==> src/rtl/clkgen_multi.sv <==
// Multi-channel clock-enable generator: per-channel programmable divisor, one-cycle tick and 50% square wave.
// Optional phase-alignment input sync_in is present only when CLKGEN_SYNC_EN is defined.
module clkgen_multi #(
  parameter int CH   = 2,
  parameter int W    = 16,
  parameter int DIV0 = 1000
) (
  input  logic          clk,
  input  logic          clr,
  input  logic          en,
  input  logic [CH-1:0] ld,
  input  logic [W-1:0]  div_in,
  output logic [CH-1:0] tick,
  output logic [CH-1:0] sq,
  output logic [CH-1:0] ld_pend
`ifdef CLKGEN_SYNC_EN
  ,
  input  logic          sync_in
`endif
);

  logic [W-1:0]  cnt_q  [CH];
  logic [W-1:0]  cnt_d  [CH];
  logic [W-1:0]  div_q  [CH];
  logic [W-1:0]  div_d  [CH];
  logic [W-1:0]  pend_q [CH];
  logic [W-1:0]  pend_d [CH];
  logic [CH-1:0] tick_q, tick_d;
  logic [CH-1:0] sq_q, sq_d;
  logic [CH-1:0] ldp_q, ldp_d;

  logic [W-1:0]  d_eff  [CH];
  logic [CH-1:0] term;

  // A programmed divisor of zero is treated as one so the channel never stalls.
  for (genvar g = 0; g < CH; g++) begin : g_term
    assign d_eff[g] = (div_q[g] == '0) ? W'(1) : div_q[g];
    assign term[g]  = en && (cnt_q[g] == d_eff[g] - W'(1));
  end

  always_comb begin
    cnt_d  = cnt_q;
    div_d  = div_q;
    pend_d = pend_q;
    tick_d = '0;
    sq_d   = sq_q;
    ldp_d  = ldp_q;
    for (int i = 0; i < CH; i++) begin
      if (ld[i]) begin
        pend_d[i] = div_in;
      end
      if (term[i]) begin
        cnt_d[i]  = '0;
        tick_d[i] = 1'b1;
        sq_d[i]   = ~sq_q[i];
        // A load landing on the terminal edge bypasses the pending register.
        if (ld[i]) begin
          div_d[i] = div_in;
          ldp_d[i] = 1'b0;
        end else if (ldp_q[i]) begin
          div_d[i] = pend_q[i];
          ldp_d[i] = 1'b0;
        end
      end else begin
        if (en) begin
          cnt_d[i] = cnt_q[i] + W'(1);
        end
        if (ld[i]) begin
          ldp_d[i] = 1'b1;
        end
      end
`ifdef CLKGEN_SYNC_EN
      // Alignment restarts every channel and commits waiting divisors; loads this cycle are dropped.
      if (sync_in) begin
        cnt_d[i]  = '0;
        pend_d[i] = pend_q[i];
        div_d[i]  = ldp_q[i] ? pend_q[i] : div_q[i];
        tick_d[i] = 1'b0;
        sq_d[i]   = 1'b0;
        ldp_d[i]  = 1'b0;
      end
`endif
    end
  end

  always_ff @(posedge clk) begin
    if (clr) begin
      for (int i = 0; i < CH; i++) begin
        cnt_q[i]  <= '0;
        div_q[i]  <= W'(DIV0);
        pend_q[i] <= W'(DIV0);
      end
      tick_q <= '0;
      sq_q   <= '0;
      ldp_q  <= '0;
    end else begin
      cnt_q  <= cnt_d;
      div_q  <= div_d;
      pend_q <= pend_d;
      tick_q <= tick_d;
      sq_q   <= sq_d;
      ldp_q  <= ldp_d;
    end
  end

  assign tick    = tick_q;
  assign sq      = sq_q;
  assign ld_pend = ldp_q;

endmodule

==> config.mk <==
export PLATFORM = sky130hd
export DESIGN_NAME = clkgen_multi
export DESIGN_NICKNAME = d
export VERILOG_FILES = /design/src/rtl/clkgen_multi.sv
export SDC_FILE = /design/constraint.sdc
export NUM_CORES = 1
export LEC_CHECK = 0
export CAP_MARGIN = 15
export CORE_ASPECT_RATIO = 0.8
export CORE_UTILIZATION = 30
export DETAILED_ROUTE_END_ITERATION = 8
export PLACE_DENSITY = 0.43
export SETUP_SLACK_MARGIN = 0.02
export SLEW_MARGIN = 40
export SYNTH_ARGS = -nofsm -noshare
export SYNTH_HDL_FRONTEND = slang
export SYNTH_SLANG_ARGS = --single-unit
export TNS_END_PERCENT = 50
==> constraint.sdc <==
create_clock -name clk -period 4.5 [get_ports clk]
set_input_delay 1.35 -clock clk [delete_from_list [all_inputs] [get_ports clk]]
set_output_delay 1.35 -clock clk [all_outputs]
set_load 0.02 [all_outputs]
==> out/metrics.cfg <==
[run_status]
outcome=finished clean

[logic_synthesis]
avgSynthCellArea_um2=9.10
postSynthCellCount=559
yosysTopAreaCellShare=0.401
synthArstFlopShare=0
ys_types=56
yosysMostFrequentCell=dfxtp_1
yosys_warnings=0
syn_area_um2=5090
yosys-top-cells-area=dfxtp_1 (40%), xor2_1 (6.7%), nor2_1 (6.6%)
ys_seq_elements=102
syn_nets=584
ys_seq_area_frac=0.401
synth_common_cells=dfxtp_1 (102), nor2_1 (89), xor2_1 (39)
yosysTopAreaCell=dfxtp_1
synth_ff_type=dfxtp_1
synth_edf_count=0

[sta]
skew_ns=0.00621
report.final.slew_viol_count=0
max_freq_mhz=246
setup_viol=0
setup_ws_ns=0.438
slew_headroom=0.461
worstMarginPinSlew_ns=0.802
hold_viol=0
finalSetupTns_ns=0
rsz0062_at_grt=false
final.period_utilization=0.903
min_period_ns=4.06

[job]
max_cap_viol_count=0

[clocking]
cts_htree_levels=3
cts_tree=built
holdBufCountCts=0
numCtsBuffers=9
clkSinkCount=102
root_buffer=clkbuf_16
clockBufferDepth=2
clk_pin_slew_ns=0.07
clk_latency_ns=0.35

[layout]
layout-drive-gt1-share=0.118
post-route-util=0.356
nets=604
area_growth_pct=15.9
n_fill_cell=1740
n_antenna_cell=0

[setup_path]
worst-r2r-setup-slack_ns=0.44
required_ns=4.74
critPathKind=reg -> reg
crit_path_end_kind=flip-flop
path_cells=or4_1 > nor4_2 > nor2_1 > ha_1 > xor2_1 > nand2_1 > a2111oi_1 > o211ai_1 > or4b_1 > or3_4 > mux2_4
cp-start-kind=flip-flop
cp.arrival_ns=4.30
cp_slowest_cell=or4_1
slowest_delay_ns=0.59
cp_max_fo=16

[drt]
final_antenna_net_count=0
wl_per_cell_um=15.0
via_per_inst=4.85
drt_pre_antenna_iters=4
drt_iter0_drc=244
drc=0
wl_mm=12.0
route.vias.total=3899

[global_routing]
gr-total-overflow=0
grt_max_degree=53
grt_pass1_vias=3885
grt_pass1_wl_mm=19.9
antenna_found_initial=0
gr-usage-all-layers=0.145

[place]
place.port_buffers=26
gp_congestion=0.825
post-dp-hpwl_mm=8.93
dp_worst_setup_slack_ns=0.0701

[floorplanning]
die_w_um=148
coreArea_um2=16600
start_util=0.307
pin_count=27
die_h_um=118
dieArea_um2=17500
rows=42

[power]
powerDensity_nw_per_um2=314
p_leak_uw=0.00219
peakVddDrop_mv=0.191

[worst_hold_path]
hold_path_class=reg -> reg

-- state kept, by name, summed over array words and instances, names as in the netlist --
| name | flops |
|---|---|
| pend_q | 32 |
| ld_pend | 2 |
| cnt_q | 32 |
| tick | 2 |
| sq | 2 |
| div_q | 32 |
-- critical path, delay by kind of cell (launching register included) --
kind	cells	cell delay, ns
AO/OA/AOI/OAI	2	0.59
AND/OR/NAND/NOR	6	2.22
multiplexers	1	0.33
flip-flops	1	0.38
adder cells (fa/ha/maj)	1	0.31
XOR/XNOR	1	0.13
-- cells in the final DEF (no fill, tap or decap), types with 3 or more instances in the layout --
cell / count
nor3b_1: 6
mux2_2: 22
o21ai_0: 3
xor2_1: 39
nand4_1: 14
clkdlybuf4s50_1: 25
clkbuf_16: 9
or4_1: 7
nor3_1: 7
or2_2: 9
mux2_4: 4
nor2_1: 89
nand3_1: 12
dfxtp_1: 102
clkinv_2: 3
nor4_1: 16
o211ai_1: 5
inv_1: 6
and3_1: 10
xnor2_1: 28
buf_4: 9
ha_1: 4
or3_1: 3
nand2b_1: 7
nor2b_1: 33
mux2i_1: 25
a21oi_1: 14
a211o_1: 12
nand2_1: 23
-- logic make-up (layout without fill, tap and decap cells) --
| group | count (synthesis) | after routing | share of synthesized area |
|---|---|---|---|
| flip-flops | 102 | 102 | 0.401 |
| multiplexers | 51 | 51 | 0.110 |
| AND/OR/NAND/NOR | 249 | 249 | 0.255 |
| buffers and inverters | 31 | 56 | 0.0270 |
| XOR/XNOR | 67 | 67 | 0.115 |
| adder cells (fa/ha/maj) | 4 | 4 | 0.00984 |
| AO/OA/AOI/OAI | 55 | 55 | 0.0816 |
-- final cells by class --
cell class              count  area [um2]  area share
multi-input cells         426        2940       0.498
flip-flops and latches    102        2040       0.346
repair buffers             34         318      0.0539
well taps                 220         275      0.0467
clock buffers              12         256      0.0435
clock inverters             4        45.0     0.00764
inverters                   6        22.5     0.00382
-- metrics by stage --
stage / instance area (um2) / hold slack [ns] / power [uW] / std cells
global route: 5900 / 0.541 / 1930 / 804
finish: 5900 / 0.507 / 1850 / 804
CTS: 5880 / 0.512 / 1880 / 804
global placement: 5580 / 0.486 / 1070 / 788
detailed placement: 5580 / 0.501 / 1070 / 788
floorplan: 5090 / 0.465 / 1020 / 559
-- layer usage --
layer | part of all wire | GRT usage | vias to the layer above | wire (um)
li1 | - | - | 1989 | -
met2 | 0.40 | 0.208 | 61 | 4830
met1 | 0.54 | 0.210 | 1838 | 6550
met5 | 0 | 0 | - | 0
met3 | 0.045 | 0.0444 | 11 | 536
met4 | 0.010 | 0.0380 | 0 | 123
-- worst paths after layout --
kind / depth (start not counted) / startpoint / to
max: 11 / div_q[5] / div_q[13]
min: 2 / sq[1] / sq[1]
max reg2reg: 11 / div_q[5] / div_q[13]
min reg2reg: 2 / sq[1] / sq[1]
-- power by group --
part	switching (uW)	internal (uW)	total, uW
Sequential	11.5	925	937
Combinational	60.6	50.8	111
Clock	344	459	803
Total	416	1440	1850
-- repair_timing --
action,CTS,global route
resized for setup,0,4
endpoints found under the setup margin,0,16
endpoints found under the hold margin,0,0
buffers inserted,0,0
No activity file was read; power rests on OpenSTA's default activity.
